**config.mk**
```make
export PLATFORM = sky130hd
export DESIGN_NAME = mul_div_unit
export DESIGN_NICKNAME = d
export VERILOG_FILES = /design/src/rtl/mul_div_unit.sv
export SDC_FILE = /design/constraint.sdc
export NUM_CORES = 1
export LEC_CHECK = 0
export BUFFER_PORTS_ARGS = -buffer_cell sky130_fd_sc_hd__buf_4
export CAP_MARGIN = 20
export CORE_ASPECT_RATIO = 1.4
export CORE_MARGIN = 2
export CORE_UTILIZATION = 40
export CTS_CLUSTER_DIAMETER = 100
export DETAILED_ROUTE_END_ITERATION = 12
export PLACE_DENSITY = 0.57
export SYNTH_ARGS = -nofsm -noshare
export SYNTH_HDL_FRONTEND = slang
export SYNTH_SLANG_ARGS = --single-unit
```
**constraint.sdc**
```tcl
create_clock -name clk -period 6.4 [get_ports clk]
set_clock_uncertainty 0.05 [all_clocks]
set_input_delay 0.64 -clock clk [delete_from_list [all_inputs] [get_ports clk]]
set_output_delay 0.64 -clock clk [all_outputs]
set_load 0.02 [all_outputs]
```
**src/rtl/mul_div_unit.sv**
```systemverilog
// Iterative multiply/divide unit: MULT/MULTU/DIV/DIVU over WIDTH cycles,
// results held in HI/LO, with MTHI/MTLO direct writes while idle.
module mul_div_unit #(
  parameter int unsigned WIDTH = 32
) (
  input  logic             clk,
  input  logic             rstn,
  input  logic             i_MulDiv_start,
  input  logic [1:0]       i_MulDiv_op,
  input  logic [WIDTH-1:0] i_MulDiv_a,
  input  logic [WIDTH-1:0] i_MulDiv_b,
  input  logic             i_MulDiv_hi_we,
  input  logic             i_MulDiv_lo_we,
  input  logic [WIDTH-1:0] i_MulDiv_wdata,
  output logic             o_MulDiv_busy,
  output logic             o_MulDiv_done,
  output logic [WIDTH-1:0] o_MulDiv_hi,
  output logic [WIDTH-1:0] o_MulDiv_lo
);

  localparam int unsigned CNTW = (WIDTH > 1) ? $clog2(WIDTH) : 1;
  localparam logic [CNTW-1:0] CNT_LAST = CNTW'(WIDTH - 1);

  typedef enum logic [1:0] {
    S_IDLE,
    S_CALC,
    S_FIX,
    S_DONE
  } state_t;

  state_t             state_q, state_d;
  logic               is_div_q, is_div_d;
  logic               sign_q_q, sign_q_d;
  logic               sign_r_q, sign_r_d;
  logic [CNTW-1:0]    cnt_q, cnt_d;
  logic [WIDTH-1:0]   b_mag_q, b_mag_d;
  logic [WIDTH-1:0]   a_raw_q, a_raw_d;
  logic [2*WIDTH-1:0] acc_q, acc_d;
  logic [WIDTH-1:0]   hi_q, hi_d;
  logic [WIDTH-1:0]   lo_q, lo_d;

  logic               accept;
  logic               signed_op;
  logic               a_neg, b_neg;
  logic [WIDTH-1:0]   a_mag, b_mag;
  logic [WIDTH:0]     mul_sum;
  logic [WIDTH:0]     div_part;
  logic [WIDTH:0]     div_trial;
  logic [2*WIDTH-1:0] prod_fix;
  logic [WIDTH-1:0]   quo, rem;

  assign accept    = i_MulDiv_start && ((state_q == S_IDLE) || (state_q == S_DONE));
  assign signed_op = ~i_MulDiv_op[0];
  assign a_neg     = signed_op & i_MulDiv_a[WIDTH-1];
  assign b_neg     = signed_op & i_MulDiv_b[WIDTH-1];
  assign a_mag     = a_neg ? -i_MulDiv_a : i_MulDiv_a;
  assign b_mag     = b_neg ? -i_MulDiv_b : i_MulDiv_b;

  // Multiply: add B into the upper half when the LSB is set, then shift the
  // whole accumulator right, keeping the carry as the new top bit.
  assign mul_sum = {1'b0, acc_q[2*WIDTH-1:WIDTH]} +
                   (acc_q[0] ? {1'b0, b_mag_q} : '0);

  // Divide: accumulator holds {remainder, dividend/quotient}; shift one
  // dividend bit into the remainder and trial-subtract the divisor.
  assign div_part  = {acc_q[2*WIDTH-1:WIDTH], acc_q[WIDTH-1]};
  assign div_trial = div_part - {1'b0, b_mag_q};

  assign prod_fix = sign_q_q ? -acc_q : acc_q;
  assign quo      = sign_q_q ? -acc_q[WIDTH-1:0] : acc_q[WIDTH-1:0];
  assign rem      = sign_r_q ? -acc_q[2*WIDTH-1:WIDTH] : acc_q[2*WIDTH-1:WIDTH];

  always_comb begin
    state_d  = state_q;
    is_div_d = is_div_q;
    sign_q_d = sign_q_q;
    sign_r_d = sign_r_q;
    cnt_d    = cnt_q;
    b_mag_d  = b_mag_q;
    a_raw_d  = a_raw_q;
    acc_d    = acc_q;
    hi_d     = hi_q;
    lo_d     = lo_q;

    unique case (state_q)
      S_IDLE, S_DONE: begin
        if (state_q == S_DONE) begin
          state_d = S_IDLE;
        end
        if (accept) begin
          is_div_d = i_MulDiv_op[1];
          sign_q_d = a_neg ^ b_neg;
          sign_r_d = a_neg;
          b_mag_d  = b_mag;
          a_raw_d  = i_MulDiv_a;
          acc_d    = {{WIDTH{1'b0}}, a_mag};
          cnt_d    = '0;
          state_d  = S_CALC;
        end else begin
          if (i_MulDiv_hi_we) begin
            hi_d = i_MulDiv_wdata;
          end
          if (i_MulDiv_lo_we) begin
            lo_d = i_MulDiv_wdata;
          end
        end
      end

      S_CALC: begin
        if (!is_div_q) begin
          acc_d = {mul_sum, acc_q[WIDTH-1:1]};
        end else if (!div_trial[WIDTH]) begin
          acc_d = {div_trial[WIDTH-1:0], acc_q[WIDTH-2:0], 1'b1};
        end else begin
          acc_d = {div_part[WIDTH-1:0], acc_q[WIDTH-2:0], 1'b0};
        end
        cnt_d = cnt_q + 1'b1;
        if (cnt_q == CNT_LAST) begin
          state_d = S_FIX;
        end
      end

      S_FIX: begin
        if (!is_div_q) begin
          hi_d = prod_fix[2*WIDTH-1:WIDTH];
          lo_d = prod_fix[WIDTH-1:0];
        end else if (b_mag_q == '0) begin
          hi_d = a_raw_q;
          lo_d = '1;
        end else begin
          hi_d = rem;
          lo_d = quo;
        end
        state_d = S_DONE;
      end

      default: state_d = S_IDLE;
    endcase
  end

  always_ff @(posedge clk or negedge rstn) begin
    if (!rstn) begin
      state_q  <= S_IDLE;
      is_div_q <= 1'b0;
      sign_q_q <= 1'b0;
      sign_r_q <= 1'b0;
      cnt_q    <= '0;
      b_mag_q  <= '0;
      a_raw_q  <= '0;
      acc_q    <= '0;
      hi_q     <= '0;
      lo_q     <= '0;
    end else begin
      state_q  <= state_d;
      is_div_q <= is_div_d;
      sign_q_q <= sign_q_d;
      sign_r_q <= sign_r_d;
      cnt_q    <= cnt_d;
      b_mag_q  <= b_mag_d;
      a_raw_q  <= a_raw_d;
      acc_q    <= acc_d;
      hi_q     <= hi_d;
      lo_q     <= lo_d;
    end
  end

  assign o_MulDiv_busy = (state_q == S_CALC) || (state_q == S_FIX);
  assign o_MulDiv_done = (state_q == S_DONE);
  assign o_MulDiv_hi   = hi_q;
  assign o_MulDiv_lo   = lo_q;

endmodule

```
# [Yosys cells after proc, flatten, opt, wreduce, memory -nomap -nowiden]
# Cells that the tools add are included.
[op_classes] multipliers=0 eq_ne=10 div=0 shifts=0 n_lt_le_gt_ge=0 add_sub_neg=8 n_reduce_logical=13 muxes=26 bitwise=4
[op_table] op="$mux W32" n=13
[op_table] op="$mux W64" n=4
[op_table] op="$neg A32 Y32" n=4
[op_table] op="$pmux W32 S2" n=2
[op_table] op="$pmux W64 S2" n=1
[op_table] op="$neg A64 Y64" n=1
[op_table] op="$add A32 B32 Y33" n=1
[op_table] op="$sub A33 B32 Y33" n=1
[op_table] op="$logic_not A32 Y1" n=1
[op_table] op="$ne A2 B2 Y1 const B" n=5
[op_table] op="$pmux W5 S2" n=1
[op_table] op="$mux W2" n=3
[op_table] op="$pmux W2 S3" n=1
[op_table] op="$reduce_and A2 Y1" n=3
[op_table] op="$reduce_and A3 Y1" n=2
[op_table] op="$add A5 B1 Y5 const B" n=1
[op_table] op="$eq A5 B5 Y1 const B" n=1
[op_table] op="$mux W5" n=1
[op_table] op="$eq A2 B2 Y1 const B" n=2
[op_table] op="$reduce_bool A2 Y1" n=2
[op_table] op="$ne A3 B3 Y1 const B" n=1
[op_table] op="$and A1 B1 Y1" n=2
[op_table] op="$eq A2 B1 Y1 const B" n=1
[op_table] op="$logic_not A2 Y1" n=1
[op_table] op="other kinds (5)" n=6
[totals] word_cells=71 in_bits=103 latch_bits=0 ramBits=0 mem_count=0 output_inout_bits=66 rom_bits=0 ff_bits=202

# [Longest topological paths before layout]
# Gate-level depths: netlist of run 1.
[depth] ltp_word=5 depth_mapped=14 mapped_depth_nobuf=13

# [Worst setup path after synthesis of run 1]
# Ideal clock, no wire load.
[synth_timing] kind="flip-flop to flip-flop" start="reg acc_q[0]" end="reg acc_q[61]" required_ns=6.284 setup_time_ns=0.066 period_less_slack_ns=3.283 n_path_buf=1 stages_incl_launch_ff=14 path_slack_ns=3.117 arrival_time_ns=3.166 cell_sequence="dfrtp_1 -> inv_1 -> clkbuf_1 -> nor2_1 -> ha_1 -> a21o_1 -> a211o_1 -> a2111oi_0 -> o21a_1 -> o31ai_1 -> a2111oi_2 -> o21bai_1 -> a22oi_1 -> o311a_1"
[synth_via] elab_chain_cells=4
[synth_lines] element="from (decl)" line="38" text="logic [2*WIDTH-1:0] acc_q, acc_d;"
[synth_lines] element="from (signal assigned)" line="150" text="acc_q <= '0;"
[synth_lines] element="from (signal assigned)" line="161" text="acc_q <= acc_d;"
[synth_lines] element="$mux W32" line="62" text="(acc_q[0] ? {1'b0, b_mag_q} : '0);"
[synth_lines] element="$add A32 B32 Y33" line="61" text="assign mul_sum = {1'b0, acc_q[2*WIDTH-1:WIDTH]} +"
[synth_lines] element="$mux W64" line="110" text="if (!is_div_q) begin"
[synth_lines] element="$pmux W64 S2" line="85" text="unique case (state_q)"
# Every way passes these cells.
# A chain may end at the register's enable or synchronous reset.

# [Worst setup path after layout of run 1]
[layout_timing] start="reg acc_q[31]" end="reg acc_q[50]"
[layout_via] elab_chain_cells=4
[layout_lines] element="$sub A33 B32 Y33" line="67" text="assign div_trial = div_part - {1'b0, b_mag_q};"
[layout_lines] element="$mux W64" line="112" text="end else if (!div_trial[WIDTH]) begin"
[layout_lines] element="$mux W64" line="110"
[layout_lines] element="$pmux W64 S2" line="85"
# Every way passes these cells.

==> reports/summary.txt, run 1 <==
Reg clk slew, reported paths = 0.06 ns
Design Area, Final = 19,300 µm²
GP Congestion = 0.948
Final Hold Fails = 0
CP startpoint kind = flip-flop
Crit Path Max Fanout = 53
Slew Limit Fails = 0
First-pass DRT Iterations = 8
register bit count reported by yosys = 202
Final TNS setup = 0 ns
post_cts resized = 0
drt total wl = 63,600 µm
crit path from = acc_q[31]$_DFFE_PN0P_
clk sinks = 202
crit share post-route = 68.1%
main combinational cell family by area after synthesis = compound AO/OA/AOI/OAI gates
mux cell area share after synthesis = 5.30%
overall die width = 178 µm
total nets after synthesis = 2,318
dpl hpwl = 49,100 µm
Static Leak = 8.49 nW
Overflow after GRT = 0
total track usage = 28.6%
core area = 42,000 µm²
Yosys Warn Count = 0
largest net degree at the start of global routing = 112
capture point of the critical path = acc_q[50]$_DFFE_PN0P_
delay-heaviest family, CP = compound AO/OA/AOI/OAI gates
count leader, synth = nand2_1
IO Port Bufs = 168
Hold Crit Class = in -> async
complex-gate fraction of the synthesized area = 25.8%
Critical Path, Cell by Cell = inv_1, ha_1, fa_1, nand2b_1, a21oi_1, o21ai_1, o211ai_1, a311oi_1, o32ai_4, buf_4, mux2_2, a22oi_1, o21ai_0
CTS Hold Buffers Added = 0
register area share after synthesis = 29.8%
DRC = 0
worst endpoint required time = 6.77 ns
DP Cell Count = 2,728
die footprint = 44,100 µm²
layout cells sized above 1 = 14.3%
H-tree levels = 1
vias in the first global route = 16,300
post-synthesis xor/xnor area fraction = 9.72%
CP Depth = 13
Buf+Inv Stages, Crit Path = 2
antenna cell count = 0
max cap viols = 0
fillcell total = 4,195
synth top area cells = dfrtp_1 (30%), o21ai_0 (7.4%), nand2_1 (5.8%)
largest area contributor in the netlist = dfrtp_1
Final setup viols = 0
worst rel slew slack = 25.3%
first-pass GRT wire length = 96,000 µm
initial antenna violation count = 1
Via density = 5.93
Async SR Flop Fraction = 100%
Tmin final = 4.36 ns
post-CTS setup buffer count = 0
TritonCTS clock tree = yes
vias post-DR = 16,400
Initial Util = 40.4%
I/O pin count = 169
syn_area_per_cell = 7.92 µm²
Post-DP Area = 18,500 µm²
Worst-Margin Slew = 1.12 ns
RR Startpoint = acc_q[31]$_DFFE_PN0P_
Final nets = 2,387
Post-Synth Adder-Cell Area = 5.63%
Most used DFF post-synth = dfrtp_1
fin cells = 2,772
WL/cell = 22.9 µm
max frequency = 229 MHz
Critical Path Sink Type = flip-flop
VDD IR max = 0.000320 V
WS Path Type = reg -> reg
Synth cell types = 88
reg-to-reg slack, setup = 2.04 ns
CTS Root Cell = clkbuf_16
Num CTS Buffers = 25
Die Y = 248 µm
CP max stage delay = 0.57 ns
Synth top area share = 29.8%
EDFF count, synth = 0
Worst-Skew Late Latency = 0.56 ns
synthesized area = 16,900 µm²
Crit-path slowest cell = buf_4
simple-gate portion of the synthesized area = 18.9%
Setup WS pre-CTS = 2.15 ns
Synth Instances = 2,140
PwrDens = 583 nW/µm²
Iter 0 DRT Violations = 1,052
worst path arrival time = 4.73 ns
Post-synth top cells = nand2_1 (263), o21ai_0 (252), dfrtp_1 (202)
Layout area overhead = 14.1%
RSZ-0062 raised after global routing = false
Reg2Reg Depth = 13
reg2reg end = acc_q[50]$_DFFE_PN0P_
Final ANT Viol Nets = 0
Longest Clk Path Bufs = 3
PnR worst setup slack = 2.04 ns
row count = 89
status = finished clean
==> worst register-to-register path, cell delays in order (launching register included) <==
cell      delay [ns]
dfrtp_1         0.47
inv_1           0.14
ha_1            0.24
fa_1            0.41
nand2b_1        0.18
a21oi_1         0.24
o21ai_1         0.21
o211ai_1        0.53
a311oi_1        0.24
o32ai_4         0.25
buf_4           0.57
mux2_2          0.43
a22oi_1         0.14
o21ai_0         0.10
==> layout by cell type (no fill, tap or decap), types with 18 or more instances in the layout <==
cell type,netlist,layout
o21ai_1,20,19
a21o_1,35,35
dfrtp_1,202,200
o21ai_0,252,252
nor4_1,24,24
o31ai_1,25,25
nand3_1,27,27
xor2_1,78,78
buf_4,0,186
o22ai_1,36,36
inv_1,66,66
clkbuf_16,0,25
xnor2_1,110,110
ha_1,73,71
a21oi_1,147,145
a22oi_1,18,18
nor2_1,180,179
mux2_2,38,38
a31oi_1,24,24
or3_1,20,20
nand2b_1,25,25
nor3_1,26,26
mux2i_1,47,47
nand4_1,18,18
nand2_1,263,262
o211ai_1,32,32
==> cell families (layout without fill, tap and decap cells) <==
group | after synthesis | count (layout)
buf+inv | 212 | 298
simple gates | 674 | 674
fa+ha+maj | 75 | 75
compound gates | 704 | 704
xor+xnor | 188 | 188
mux | 85 | 85
flops | 202 | 202
==> worst min-delay path by stage <==
stage / slack, ns / startpoint / cells past startpoint / to
after floorplan: 0.29 / rstn / 0 / a_raw_q[0]$_DFFE_PN0P_
after global placement: 0.41 / o_MulDiv_lo[10]$_DFFE_PN0P_ / 2 / o_MulDiv_lo[10]$_DFFE_PN0P_
after detailed placement: 0.42 / o_MulDiv_lo[11]$_DFFE_PN0P_ / 2 / o_MulDiv_lo[11]$_DFFE_PN0P_
after CTS: 0.12 / rstn / 1 / acc_q[7]$_DFFE_PN0P_
after global routing: 0.13 / rstn / 1 / acc_q[7]$_DFFE_PN0P_
final: 0.07 / rstn / 1 / acc_q[7]$_DFFE_PN0P_
==> power by group <==
group	leakage [nW]	switching [mW]	internal, mW
logic	5.61	4.51	2.65
registers	2.50	0.823	1.89
clock network	0.388	0.601	0.811
==> stage by stage <==
step           hold WS [ns]  power, mW  utilization, %
6_report             0.0715       11.3            46.1
5_1_grt               0.127       12.1            46.1
4_1_cts               0.116       11.3            46.1
3_5_place_dp          0.424       9.82            44.2
3_3_place_gp          0.415       9.76            44.2
2_1_floorplan         0.294       7.42               -
==> state kept, by name, indices dropped and copies added (netlist names), 2 cells and up <==
name and flops:
a_raw_q 32, b_mag_q 32, o_MulDiv_hi 32, state_q 2, cnt_q 5, acc_q 64
o_MulDiv_lo 32
==> metal layers <==
layer | track usage [%] | vias to the layer above | part of all wire [%] | wire, µm
li1 | - | 7805 | - | -
met1 | 31.5 | 7903 | 37 | 23800
met2 | 49.8 | 543 | 49 | 31300
met3 | 3.43 | 195 | 4.6 | 2950
met4 | 21.8 | 2 | 8.6 | 5500
met5 | 0 | - | 0.017 | 11
==> final cells by class <==
type                       count  area, µm²  area share [%]
multi-input combinational   1726      11100            57.5
sequential                   202       5060            26.2
timing repair buffer         188       1430            7.39
clock buffer                  35        703            3.64
tap                          546        683            3.53
inverter                      66        248            1.28
clock inverter                 9       97.6           0.505
Power figures use the tool's default switching activity.
==> inputs of run 2 (changes only) <==
- clock period: 6.4 -> 4.53 ns (I/O delays scaled with it)
==> reports/summary.txt, run 2 (same netlist as run 1, synthesis figures left out) <==
status = complete, but fails checks
failing checks = negative hold slack
vias post-DR = 16,500
Via density = 5.92
clk sinks = 202
Final Hold Fails = 13
dpl hpwl = 50,800 µm
drt total wl = 65,400 µm
worst path arrival time = 4.23 ns
Overflow after GRT = 0
RSZ-0062 raised after global routing = false
I/O pin count = 169
Pwr Total = 16.2 mW
GP Congestion = 0.929
fin cells = 2,790
Design Area, Final = 19,600 µm²
antenna cell count = 0
Worst-Skew Late Latency = 0.55 ns
initial antenna violation count = 0
Iter 0 DRT Violations = 1,054
DRC = 0
Reg clk slew, reported paths = 0.06 ns
Num CTS Buffers = 24
RR Startpoint = acc_q[0]$_DFFE_PN0P_
WL/cell = 23.4 µm
Layout area overhead = 15.3%
Die Y = 248 µm
WS Path Type = reg -> reg
Critical Path Sink Type = flip-flop
crit path from = acc_q[0]$_DFFE_PN0P_
max frequency = 260 MHz
H-tree levels = 1
TritonCTS clock tree = yes
max cap viols = 0
largest register by flop count = acc_q
CTS Hold Buffers Added = 0
IO Port Bufs = 168
CTS Root Cell = clkbuf_16
DP Cell Count = 2,747
Largest register FFs = 64
layout cells sized above 1 = 15.1%
Initial Util = 40.4%
total track usage = 29.6%
First-pass DRT Iterations = 5
worst endpoint required time = 4.91 ns
PwrDens = 828 nW/µm²
worst rel slew slack = 26.2%
Worst-Margin Slew = 1.11 ns
Longest Clk Path Bufs = 3
most frequent cells in the layout = nand2_1 (262), o21ai_0 (252), buf_4 (204)
Slew Limit Fails = 0
fillcell total = 4,191
Tmin final = 3.85 ns
overall die width = 178 µm
post_cts resized = 0
crit share post-route = 85.0%
Final nets = 2,406
vias in the first global route = 16,600
die footprint = 44,100 µm²
Hold Crit Class = in -> async
core area = 42,000 µm²
CP startpoint kind = flip-flop
Crit Path Max Fanout = 13
Final ANT Viol Nets = 0
hold_ws = -0.0494 ns
Final TNS setup = 0 ns
Static Leak = 8.61 nW
first-pass GRT wire length = 99,600 µm
commonest non-fill, non-tap cell in the layout = nand2_1
row count = 89
Post-DP Area = 18,700 µm²
largest net degree at the start of global routing = 115
Final setup viols = 0
post-CTS setup buffer count = 0
VDD IR max = 0.000527 V
==> run 2: layout make-up <==
class | instances | area, µm² | share of cell area, %
clock inverters | 8 | 126 | 0.646
well taps | 546 | 683 | 3.49
clock buffers | 34 | 709 | 3.63
inverters | 66 | 248 | 1.27
multi-input cells | 1726 | 11100 | 56.9
repair buffers | 208 | 1610 | 8.21
flip-flops and latches | 202 | 5060 | 25.9
==> run 2: worst paths after layout <==
check | to | slack, ns | cells after the start
worst max-delay path | acc_q[59]$_DFFE_PN0P_ | 0.68 | 12
worst min-delay path | acc_q[7]$_DFFE_PN0P_ | -0.05 | 1
worst max register to register | acc_q[59]$_DFFE_PN0P_ | 0.68 | 12
worst min register to register | o_MulDiv_lo[9]$_DFFE_PN0P_ | 0.43 | 2
max in group asynchronous | is_div_q$_DFFE_PN0P_ | 3.51 | 2
min in group clk | is_div_q$_DFFE_PN0P_ | 0.09 | 2
==> run 2: routing by layer <==
layer  global-route usage, %  vias to the layer above  part of all wire [%]
met1                    32.5                     7908                    37
met2                    52.7                      543                    50
met4                    21.5                        0                   8.4
li1                        -                     7872                     -
met3                    3.05                      204                   4.7
met5                       0                        -                     0
==> run 2: metrics by stage <==
| step | utilization [%] | hold slack [ns] | worst slack (ns) |
|---|---|---|---|
| 5_1_grt | 46.6 | 0.0396 | 0.332 |
| 3_5_place_dp | 44.6 | 0.423 | 0.730 |
| 4_1_cts | 46.6 | 0.0495 | 0.707 |
| 3_3_place_gp | 44.6 | 0.418 | 0.771 |
| 2_1_floorplan | - | 0.107 | 1.25 |
| 6_report | 46.6 | -0.0494 | 0.679 |
==> run 2: where the power goes <==
| group | switching, mW | internal [mW] |
|---|---|---|
| logic | 6.47 | 3.86 |
| clock network | 0.855 | 1.26 |
| registers | 1.07 | 2.67 |
==> run 2: critical path, cell delays in order, from the launching register on <==
cell,delay [ns]
dfrtp_1,0.49
inv_1,0.41
nor2_1,0.11
ha_1,0.37
a21oi_1,0.43
nand2_1,0.11
a21oi_1,0.22
o221ai_1,0.17
a2111oi_0,0.45
a21oi_1,0.18
a221oi_2,0.29
xnor2_1,0.10
a221o_1,0.35
==> inputs of run 3 (changes only) <==
- PLACE_DENSITY: 0.57 -> 0.59
- SLEW_MARGIN: not set -> 40
- clock period: 4.53 -> 3.3 ns (I/O delays scaled with it)
==> reports/summary.txt, run 3 (same netlist as run 1, synthesis figures left out) <==
status = finished clean
CP startpoint kind = flip-flop
VDD IR max = 0.000610 V
Crit Path Max Fanout = 7
Final ANT Viol Nets = 0
Iter 0 DRT Violations = 1,048
Die Y = 248 µm
initial antenna violation count = 1
Reg clk slew, reported paths = 0.06 ns
worst rel slew slack = 49.7%
crit path from = acc_q[0]$_DFFE_PN0P_
Tmin final = 3.25 ns
max frequency = 307 MHz
Layout area overhead = 22.8%
vias post-DR = 17,000
Largest register FFs = 64
Final Hold Fails = 0
antenna cell count = 0
Hold Crit Class = in -> reg
First-pass DRT Iterations = 5
worst path arrival time = 3.64 ns
H-tree levels = 1
Design Area, Final = 20,800 µm²
I/O pin count = 169
delay-heaviest family, CP = compound AO/OA/AOI/OAI gates
CTS Root Cell = clkbuf_16
clk sinks = 202
Final setup viols = 0
Overflow after GRT = 0
Static Leak = 9.41 nW
overall die width = 178 µm
hold_ws = 0.0180 ns
commonest non-fill, non-tap cell in the layout = buf_4
first-pass GRT wire length = 96,800 µm
drt total wl = 62,900 µm
IO Port Bufs = 168
CP max stage delay = 0.37 ns
GP Congestion = 0.952
Worst-Margin Slew = 0.754 ns
Critical Path Sink Type = flip-flop
largest register by flop count = acc_q
Crit-path slowest cell = dfrtp_1
most frequent cells in the layout = buf_4 (352), nand2_1 (262), o21ai_0 (251)
Via density = 5.76
reg-to-reg slack, setup = 0.05 ns
Final nets = 2,563
die footprint = 44,100 µm²
Post-DP Area = 19,900 µm²
vias in the first global route = 17,200
CP most frequent cell = buf_4
Worst-Skew Late Latency = 0.55 ns
dpl hpwl = 50,100 µm
Num CTS Buffers = 24
PwrDens = 1110 nW/µm²
Initial Util = 40.4%
largest net degree at the start of global routing = 90
layout cells sized above 1 = 20.9%
WS Path Type = reg -> reg
Critical Path, Cell by Cell = buf_4, and2_1, ha_1, inv_1, fa_1, nand2b_1, a21o_1, a31o_2, a21oi_1, o21ai_0, buf_4, a21oi_4, a221oi_2, xnor2_1, a221o_1
RR Startpoint = acc_q[0]$_DFFE_PN0P_
TritonCTS clock tree = yes
WL/cell = 21.3 µm
crit share post-route = 98.6%
row count = 89
RSZ-0062 raised after global routing = true
Buf+Inv Stages, Crit Path = 3
Slew Limit Fails = 0
HP Start = i_MulDiv_a[4]
core area = 42,000 µm²
DRC = 0
max cap viols = 0
worst endpoint required time = 3.68 ns
Longest Clk Path Bufs = 3
total track usage = 28.4%
-- run 3: cell count changes in the layout (fill, tap and decap cells not counted), moves of 3 or more --
cell / delta
a21oi_2: +3
clkinv_2: +5
a21oi_1: -4
buf_12: +3
dlygate4sd3_1: +4
buf_4: +148
-- run 3: final cells by class --
type | instances | area [µm²]
Fill cell | 4118 | 21200
Multi-Input combinational cell | 1726 | 11200
Clock inverter | 11 | 93.8
Sequential cell | 202 | 5060
Inverter | 66 | 248
Timing Repair Buffer | 365 | 2840
Clock buffer | 33 | 696
Tap cell | 546 | 683
-- run 3: what timing repair did --
action	in CTS	in global routing
buffers inserted	0	1
pin swaps	0	1
gates resized for setup	5	15
setup endpoints to repair	4	33
endpoints found under the hold margin	59	0
hold buffers	4	0
-- run 3: worst reg2reg max path: cells and delay by family, from the launching register on --
kind	cells	cell delay [ns]
AND/OR/NAND/NOR	2	0.33
flip-flops	1	0.37
XOR/XNOR	1	0.14
AO/OA/AOI/OAI	7	1.31
buffers and inverters	3	0.40
adder cells (fa/ha/maj)	2	0.53
-- run 3: path summary, 6_finish.rpt --
| path | to | depth (start not counted) |
|---|---|---|
| worst max register to register | acc_q[59]$_DFFE_PN0P_ | 15 |
| worst min register to register | o_MulDiv_lo[10]$_DFFE_PN0P_ | 2 |
| max in group asynchronous | acc_q[18]$_DFFE_PN0P_ | 3 |
| worst max-delay path | acc_q[59]$_DFFE_PN0P_ | 15 |
| worst min-delay path | a_raw_q[4]$_DFFE_PN0P_ | 2 |
| min in group asynchronous | acc_q[8]$_DFFE_PN0P_ | 2 |
-- run 3: per-layer routing --
layer,wire length [µm],track usage [%],up-vias
met5,18,0,-
met4,5090,19.6,2
met3,3280,3.00,186
met2,31000,50.8,603
met1,23500,31.5,8010
li1,-,-,8188
-- run 3: power breakdown --
group          switching [mW]  internal [mW]  leakage, nW
Combinational            9.32           6.29         6.52
Sequential               1.10           3.66         2.50
Clock                    1.14           1.56        0.392
Total                    11.6           11.5         9.41
-- run 3: metrics by stage --
stage | utilization (%) | setup WS, ns | cells | TNS, ns | power (mW)
after floorplan | - | 0.0174 | 2140 | 0 | 14.4
after global placement | 47.4 | -0.122 | 2900 | -0.173 | 20.0
after detailed placement | 47.4 | -0.0999 | 2900 | -0.219 | 20.2
after CTS | 49.4 | 0.00972 | 2948 | 0 | 23.0
after global routing | 49.6 | -0.0935 | 2949 | -0.407 | 24.7
final | 49.6 | 0.0462 | 2949 | 0 | 23.1
